<file path="config.mk">
export PLATFORM = sky130hd
export DESIGN_NAME = mul_ctrl
export DESIGN_NICKNAME = d
export VERILOG_FILES = /design/src/rtl/mul_ctrl_pkg.sv /design/src/rtl/mul_ctrl_mul.sv /design/src/rtl/mul_ctrl.sv
export SDC_FILE = /design/constraint.sdc
export NUM_CORES = 2
export LEC_CHECK = 0
export BUFFER_PORTS_ARGS = -buffer_cell sky130_fd_sc_hd__buf_2
export CAP_MARGIN = 10
export CORE_MARGIN = 2
export CORE_UTILIZATION = 55
export CTS_BUF_LIST = sky130_fd_sc_hd__clkbuf_8
export DETAILED_ROUTE_END_ITERATION = 8
export MAX_ROUTING_LAYER = met4
export PLACE_DENSITY = 0.72
export SLEW_MARGIN = 10
export SYNTH_ARGS = -nofsm -noshare
export SYNTH_HDL_FRONTEND = slang
export SYNTH_HIERARCHICAL = 1
export SYNTH_SLANG_ARGS = --single-unit
</file>
<file path="constraint.sdc">
create_clock -name clk -period 22.8 [get_ports clk]
set_input_delay 0 -clock clk [delete_from_list [all_inputs] [get_ports clk]]
set_output_delay 0 -clock clk [all_outputs]
set_load 0.03 [all_outputs]
</file>
<file path="src/rtl/mul_ctrl_pkg.sv">
// Shared types and decode helpers for the RV32M multiply sequencer.
package mul_ctrl_pkg;

  typedef enum logic [1:0] {
    MULC_IDLE = 2'd0,
    MULC_CALC = 2'd1,
    MULC_DONE = 2'd2
  } mulc_state_e;

  // Multiplier operand signedness: signed x signed, signed x unsigned, unsigned x unsigned.
  typedef enum logic [1:0] {
    OP_MUL   = 2'd0,
    OP_MULSU = 2'd1,
    OP_MULU  = 2'd2
  } mul_op_e;

  localparam logic [2:0] F3_MUL    = 3'b000;
  localparam logic [2:0] F3_MULH   = 3'b001;
  localparam logic [2:0] F3_MULHSU = 3'b010;
  localparam logic [2:0] F3_MULHU  = 3'b011;

  typedef struct packed {
    logic [2:0]  funct3;
    logic [31:0] data1;
    logic [31:0] data2;
    logic [4:0]  rd;
  } mul_req_t;

  // Anything that is not a high-word op returns the low word (illegal codes included).
  function automatic logic f3_is_low(input logic [2:0] f3);
    return !(f3 == F3_MULH || f3 == F3_MULHSU || f3 == F3_MULHU);
  endfunction

  // The low word is sign-agnostic, so MUL and illegal codes use the unsigned multiply.
  function automatic mul_op_e f3_to_op(input logic [2:0] f3);
    case (f3)
      F3_MULH:   return OP_MUL;
      F3_MULHSU: return OP_MULSU;
      default:   return OP_MULU;
    endcase
  endfunction

endpackage

</file>
<file path="src/rtl/mul_ctrl_mul.sv">
// Combinational 32x32->64 multiplier; the caller owns the multicycle timing.
module mul
  import mul_ctrl_pkg::*;
(
  input  logic [1:0]  op_i,
  input  logic [31:0] a_i,
  input  logic [31:0] b_i,
  output logic [63:0] mul_res_o
);

  logic        a_sgn, b_sgn;
  logic [63:0] a_ext, b_ext;

  assign a_sgn = (op_i != OP_MULU) & a_i[31];
  assign b_sgn = (op_i == OP_MUL) & b_i[31];
  assign a_ext = {{32{a_sgn}}, a_i};
  assign b_ext = {{32{b_sgn}}, b_i};

  // Extending both operands to 64 bits makes the truncated product exact for every class.
  assign mul_res_o = a_ext * b_ext;

endmodule

</file>
<file path="src/rtl/mul_ctrl.sv">
// RV32M multiply sequencer: valid/ready request, multicycle drive of mul, last-product cache.
module mul_ctrl
  import mul_ctrl_pkg::*;
#(
  parameter int unsigned MUL_CYCLES = 2,
  parameter bit          CACHE_EN   = 1'b1
) (
  input  logic        clk,
  input  logic        rst_n,
  input  logic        req_valid_i,
  output logic        req_ready_o,
  input  logic [2:0]  req_funct3_i,
  input  logic [31:0] req_data1_i,
  input  logic [31:0] req_data2_i,
  input  logic [4:0]  req_rd_i,
  input  logic        flush_i,
  output logic        res_valid_o,
  input  logic        res_ready_i,
  output logic [31:0] res_data_o,
  output logic [4:0]  res_rd_o,
  output logic        busy_o
);

  localparam logic [3:0] CNT_INIT = 4'(MUL_CYCLES);

  mulc_state_e state_q, state_d;
  logic [3:0]  cnt_q;
  mul_req_t    req_q;
  logic [63:0] prod_q;
  logic [63:0] mul_res;
  mul_op_e     op_cur;

  logic        cache_vld_q;
  logic [31:0] tag_d1_q, tag_d2_q;
  mul_op_e     tag_op_q;

  logic accept, hit, capture;

  assign op_cur = f3_to_op(req_q.funct3);

  mul u_mul (
    .op_i      (op_cur),
    .a_i       (req_q.data1),
    .b_i       (req_q.data2),
    .mul_res_o (mul_res)
  );

  // A flushed request in IDLE is dropped even though ready is high.
  assign accept  = req_valid_i & req_ready_o & ~flush_i;
  assign hit     = CACHE_EN & cache_vld_q &
                   (req_data1_i == tag_d1_q) & (req_data2_i == tag_d2_q) &
                   (f3_is_low(req_funct3_i) | (f3_to_op(req_funct3_i) == tag_op_q));
  assign capture = (state_q == MULC_CALC) & (cnt_q == 4'd1) & ~flush_i;

  always_comb begin
    state_d     = state_q;
    req_ready_o = 1'b0;
    res_valid_o = 1'b0;
    case (state_q)
      MULC_IDLE: begin
        req_ready_o = 1'b1;
        if (accept) state_d = hit ? MULC_DONE : MULC_CALC;
      end
      MULC_CALC: begin
        if (flush_i)              state_d = MULC_IDLE;
        else if (cnt_q == 4'd1)   state_d = MULC_DONE;
      end
      MULC_DONE: begin
        res_valid_o = 1'b1;
        if (flush_i || res_ready_i) state_d = MULC_IDLE;
      end
      default: state_d = MULC_IDLE;
    endcase
  end

  assign busy_o     = (state_q != MULC_IDLE);
  assign res_data_o = f3_is_low(req_q.funct3) ? prod_q[31:0] : prod_q[63:32];
  assign res_rd_o   = req_q.rd;

  always_ff @(posedge clk or negedge rst_n) begin
    if (!rst_n) begin
      state_q <= MULC_IDLE;
      cnt_q   <= '0;
      req_q   <= '0;
      prod_q  <= '0;
    end else begin
      state_q <= state_d;
      if (accept) begin
        cnt_q <= CNT_INIT;
        req_q <= '{funct3: req_funct3_i, data1: req_data1_i,
                   data2: req_data2_i, rd: req_rd_i};
      end else if (state_q == MULC_CALC) begin
        cnt_q <= flush_i ? 4'd0 : cnt_q - 4'd1;
      end
      if (capture) prod_q <= mul_res;
    end
  end

  // Cache tag follows the product register; a hit leaves both untouched.
  always_ff @(posedge clk or negedge rst_n) begin
    if (!rst_n) begin
      cache_vld_q <= 1'b0;
      tag_d1_q    <= '0;
      tag_d2_q    <= '0;
      tag_op_q    <= OP_MUL;
    end else if (capture) begin
      cache_vld_q <= 1'b1;
      tag_d1_q    <= req_q.data1;
      tag_d2_q    <= req_q.data2;
      tag_op_q    <= op_cur;
    end
  end

endmodule

</file>
* Word-level counts from Yosys, hierarchy flattened
Cells that the tools add are included.
** Word-level totals
- Output and inout port bits :: 40
- Word-level logic and storage cells :: 65
- Flip-flop bits (word level) :: 209
** Cells by class
- Bitwise logic cells :: 11
- Multipliers :: 1
- Reductions and logical operators :: 11
- Equality and inequality tests :: 16
- Muxes and demuxes :: 14
- Add/subtract/negate cells :: 1
** Operators with widths (number)
- $eq A32 B32 Y1 :: 2
- $mul A33 B33 Y64 :: 1
- $mux W32 :: 1
- $eq A3 B2 Y1 const B :: 4
- $mux W4 :: 3
- $mux W2 :: 5
- $and A1 B1 Y1 :: 9
- $pmux W2 S2 :: 2
- $eq A3 B1 Y1 const B :: 2
- $ne A2 B2 Y1 const B :: 3
- $pmux W2 S3 :: 1
- $logic_or A1 B1 Y1 :: 5
- $eq A4 B1 Y1 const B :: 1
- $logic_not A2 Y1 :: 2
- $reduce_bool A2 Y1 :: 2
- $sub A4 B1 Y4 const B :: 1
- $ne A3 B2 Y1 const B :: 1
- $reduce_and A3 Y1 :: 1
- $eq A2 B1 Y1 const B :: 1
- $eq A2 B2 Y1 :: 1
- $eq A2 B2 Y1 const B :: 1
- $mux W1 :: 2
- $logic_not A1 Y1 :: 1
- $not A1 Y1 :: 1
- $or A1 B1 Y1 :: 1

* Logic depth before layout (Yosys ltp)
- Depth after elaboration :: 9
- Depth in mapped cells :: 36
- Depth with buffers taken out :: 33

* Modules after synthesis
The synthesis kept the hierarchy.
** By module, submodules not included
- mul :: area an instance 38024.0 um^2, sequential area each 0.0 um^2, cells each 4248, times used 1
- mul_ctrl :: area an instance 9464.1 um^2, sequential area each 5230.0 um^2, cells each 623, times used 1

* Worst setup path before layout
Ideal clock, no wire load.
- Kind :: flip-flop to flip-flop
- Start :: register req_q[69] (netlist bit)
- End :: register prod_q[62]
- Buffers on the path :: 3
- Arrival :: 9052 ps
- Period minus slack after synthesis :: 9177 ps
- Required time :: 22675 ps
- Slack :: 13623 ps
- Stages on the path, launching flop included :: 34
- Cell sequence :: dfrtp_1 -> nor3b_1 -> nand2b_1 -> clkbuf_1 -> and2_0 -> clkbuf_1 -> nand2_1 -> inv_1 -> fa_1 -> fa_1 -> fa_1 -> inv_1 -> fa_1 -> inv_1 -> fa_1 -> fa_1 -> inv_1 -> fa_1 -> fa_1 -> inv_1 -> ha_1 -> clkbuf_1 -> nand3_1 -> nor2_1 -> nand3_1 -> nor3_1 -> o32ai_2 -> o2111ai_1 -> and4_1 -> o21a_1 -> o21ai_2 -> mux2i_1 -> nand2_1 -> mux2_4
** On the way
- Longest elaborated chain between the ends :: 5
** Ends and longest elaborated chain
- start: declaration :: line mul_ctrl.sv:28 : mul_req_t req_q;
- start signal: assignment :: line mul_ctrl.sv:90 : req_q <= '{funct3: req_funct3_i, data1: req_data1_i,
- $eq A3 B2 Y1 / $eq A3 B1 Y1 (equally long branches) :: line mul_ctrl_pkg.sv:36 : case (f3)
- $pmux W2 S2 (*) :: line mul_ctrl_pkg.sv:36
- via op_cur[0] :: line mul_ctrl.sv:31 : mul_op_e op_cur;
- $ne A2 B2 Y1 / $logic_not A2 Y1 (equally long branches) :: line mul_ctrl_mul.sv:14, mul_ctrl_mul.sv:15
- $and A1 B1 Y1, on equally long branches :: line mul_ctrl_mul.sv:14, mul_ctrl_mul.sv:15
- $mul A33 B33 Y64 (*) :: line mul_ctrl_mul.sv:20 : assign mul_res_o = a_ext * b_ext;
- via mul_res[62] :: line mul_ctrl.sv:30 : logic [63:0] mul_res;
- end signal: assignment :: line mul_ctrl.sv:95 : if (capture) prod_q <= mul_res;
- end: declaration :: line mul_ctrl.sv:29 : logic [63:0] prod_q;
The timed path passes the listed nets; every way through them passes the cells marked *.
A chain may end at the register's enable or synchronous reset.

* Final worst setup path
Ends and elaborated chain as after synthesis.

==> impl.org <==
** Status
- The run finished with clean final reports.

** Synth
- Nets in the synthesized netlist :: 6287
- The mapped netlist covers 47500 um2.
- Gate count of the mapped netlist :: 4871
- For this run, the leading register cell type out of synthesis is sky130_fd_sc_hd__dfrtp_1.
- Synth Warn # :: 6
- For this run, asynchronously set or reset flops after synthesis account for 100%.
- Yosys mapped a number of flops with a built-in enable equal to 0.
- The largest total area in the synthesized netlist belongs to sky130_fd_sc_hd__fa_1.
- Most area-consuming cells after synthesis :: sky130_fd_sc_hd__fa_1 47%, sky130_fd_sc_hd__dfrtp_1 11%, sky130_fd_sc_hd__inv_1 9.6%
- Synthesis instantiated 78 different standard cells from the library.
- After synthesis, the mean cell area works out to 9.75 um2.
- Share of synthesized area occupied by flip-flops and latches :: 11.0%
- Synth Register Bits :: 209
- Fraction of post-synthesis cell area in the top cell type by area :: 47.4%

** Clock tree
- Once the clock tree was built, the setup fixing pass inserted 0 buffers.
- Clock buffer count from CTS :: 35
- The clock reaches the later pin of the worst-skew pair after 0.56 ns.
- The clock net in this run drives a total of 209 sinks.
- The clock passes through at most 3 buffers.
- Clock-pin slew was measured on the worst setup and hold paths at 0.06 ns.
- In this run the clock root is driven by a sky130_fd_sc_hd__clkbuf_8.
- The clock tree synthesis step divided the H-tree into 2 levels.
- CTS tree :: built

** GRT
- Number of global-route vias before repair :: 36775
- Antenna violations before repair :: 10
- The first global-routing pass estimated 205000 um of wire.
- Global-route total usage across every layer :: 30.8%
- Global-route congestion overflow total :: 0
- Entering global routing, the biggest net connects 90 pins.

** Timing
- Count of final hold-check violations :: 0
- Clock period minus final worst setup slack :: 10.20 ns
- Total Negative Setup Slacks :: 0 ns
- FMAX :: 98.0 MHz
- The final critical path takes up 44.7% of the cycle.
- The final count of pins violating max slew is 0.
- # setup viols final :: 0
- In this run the tightest slew margin relative to its limit is 19.2%.
- Worst-Margin Slew :: 1.20 ns
- The clock arrives with 0.0344 ns of skew.
- Setup repair after global routing missed its margin :: false

** Floorplan
- Pin placement for this block handled 117 I/O pins.
- For this configuration, the core starts out at a cell density of 55.6%.
- Die X-Extent :: 298 um
- Row generation in the floorplan step produced 107 rows.
- The die covers 88700 um2.
- The total area inside the core boundary comes to 85400 um2.
- In this run the vertical extent of the chip is 298 um.

** Setup path
- Data arrival time at the worst-slack endpoint :: 10.65 ns
- Critical R2R Launch :: req_q[69]
- The setup path with the least slack is of type register to register.
- Worst EP required :: 23.24 ns
- Dominant cell type by count on the critical path :: sky130_fd_sc_hd__fa_1
- STA classifies the critical path startpoint as a register.
- The setup check on the worst reg-to-reg path leaves a slack of 12.60 ns.
- STA classifies the critical path endpoint as a register.
- Slowest CP cell :: sky130_fd_sc_hd__fa_1
- Critical path peak fanout :: 19
- Capture instance of the worst register-to-register path :: prod_q[62]
- The worst register-to-register path has a depth of 32.
- Worst stage delay on the critical path :: 1.08 ns

** Route
- Total via count after detailed routing :: 33320
- Using the TritonRoute via totals, the vias-per-cell ratio works out to 5.47.
- Remaining antenna violation count :: 0
- Detailed route wirelength on metal3 :: 7970 um
- For this block, wires on met1 add up to 51700 um.
- In the detailed route, the total length drawn on met2 is 62100 um.
- Dividing the detail-routed wire length by the instance count gives 20.9 um.
- Number of violations reported at the end of detailed-routing iteration 0 :: 2291
- Total length of routed wires :: 128000 um
- For this run, design rule violations remaining after detail routing come to 0.
- Highest metal layer used by the detailed router :: met4
- The first TritonRoute pass finished after 5 iterations.

** Layout
- The final layout contains 6334 nets.
- The finished cells cover 50500 um2.
- Synthesis-to-finish area growth :: 6.29%
- Leaving out fill and tap cells, the most frequent cells in the layout are 1226 x sky130_fd_sc_hd__inv_1, 1125 x sky130_fd_sc_hd__fa_1, 828 x sky130_fd_sc_hd__nand2_1.
- Most common library cell in the layout ignoring fill and taps :: sky130_fd_sc_hd__inv_1
- Share of layout cells above drive strength 1 :: 10.6%

** Hold path
- The tightest min-delay check is of the input port to async pin type.

** Placed design
- During placement, the flow inserted port buffers numbering 116.
- HPWL after detailed placement :: 99100 um
- Gp weighted congestion :: 0.919
- Cell area after placement :: 49000 um2

** Run
- The tool flagged a number of max-cap violations equal to 0.
## logic make-up (layout without fill, tap and decap cells)
logic type / Yosys count / after routing / synth area share, %
other: 0 / 5 / 0
AO/OA/AOI/OAI: 216 / 216 / 3.24
AND/OR/NAND/NOR: 1281 / 1281 / 12.2
XOR/XNOR: 123 / 123 / 2.27
multiplexers: 237 / 237 / 6.32
buffers and inverters: 1466 / 1540 / 11.9
adder cells (fa/ha/maj): 1339 / 1339 / 53.1
flip-flops: 209 / 209 / 11.0
## sequential cells by signal (all words and copies together), names as in the netlist
register     cells
prod_q          64
tag_d2_q        32
cache_vld_q      1
tag_d1_q        32
cnt_q            4
tag_op_q         2
res_rd_o         5
state_q          2
req_q           67
## per-stage QoR
stage                     instances  setup WS [ns]  utilization, %  hold slack [ns]
final                          6094          12.60            59.1           0.0558
after detailed placement       5949          12.65            57.4           0.0628
after global routing           6094          12.04            59.1            0.147
after floorplan                4871          13.62               -           -0.296
after CTS                      6089          12.62            59.1           0.0645
after global placement         5949          12.85            57.4           0.0622
## worst max-delay path: cells and delay by family (launching register included)
family                   cells  cell delay (ns)
buffers and inverters        7             1.37
adder cells (fa/ha/maj)      9             5.24
AO/OA/AOI/OAI                4             0.59
flip-flops                   1             0.42
AND/OR/NAND/NOR             10             2.04
multiplexers                 2             0.40
## synth_stat cells, types with 13 or more instances
library cell / n
sky130_fd_sc_hd__a21o_1: 26
sky130_fd_sc_hd__nand2_1: 830
sky130_fd_sc_hd__dfrtp_1: 209
sky130_fd_sc_hd__mux2_4: 89
sky130_fd_sc_hd__nand3_1: 19
sky130_fd_sc_hd__nor2_1: 53
sky130_fd_sc_hd__ha_1: 214
sky130_fd_sc_hd__fa_1: 1125
sky130_fd_sc_hd__nand2b_1: 13
sky130_fd_sc_hd__buf_2: 19
sky130_fd_sc_hd__nand4_1: 22
sky130_fd_sc_hd__and3_1: 21
sky130_fd_sc_hd__a21oi_1: 67
sky130_fd_sc_hd__nor2b_1: 14
sky130_fd_sc_hd__xor2_1: 52
sky130_fd_sc_hd__clkbuf_1: 215
sky130_fd_sc_hd__mux2_2: 146
sky130_fd_sc_hd__xnor2_1: 71
sky130_fd_sc_hd__o21ai_0: 31
sky130_fd_sc_hd__inv_1: 1212
sky130_fd_sc_hd__and2_1: 262
## how the worst max path moves through the flow
stage               startpoint          to  slack, ns  cells past startpoint
floorplan            req_q[69]  prod_q[62]      13.62                     33
global placement     req_q[69]  prod_q[62]      12.85                     32
detailed placement   req_q[69]  prod_q[62]      12.65                     32
CTS                  req_q[69]  prod_q[62]      12.62                     32
global route         req_q[69]  prod_q[62]      12.04                     32
finish               req_q[69]  prod_q[62]      12.60                     32
## layout make-up
class                   instances  area (um2)
multi-input cells            3196       36600
diodes                          5        12.5
clock buffers                  41         564
repair buffers                264        1890
clock inverters                23         141
fillers                      7256       34900
flip-flops and latches        209        5250
inverters                    1212        4550
well taps                    1144        1430
## repair_timing
item                                    in CTS  in global routing
gates resized for setup                      0                  0
endpoints found under the hold margin      163                  0
hold buffers                                76                  0
endpoints found under the setup margin       0                  0
## per-layer routing
metal	global-route usage (%)	vias to the layer above
met4	12.2	0
met3	3.78	315
li1	-	14207
met5	-	-
met1	40.3	17503
met2	49.4	1295
Power is not shown: default switching activity piles up to over one toggle a cycle in this logic, so the estimate is an artifact.
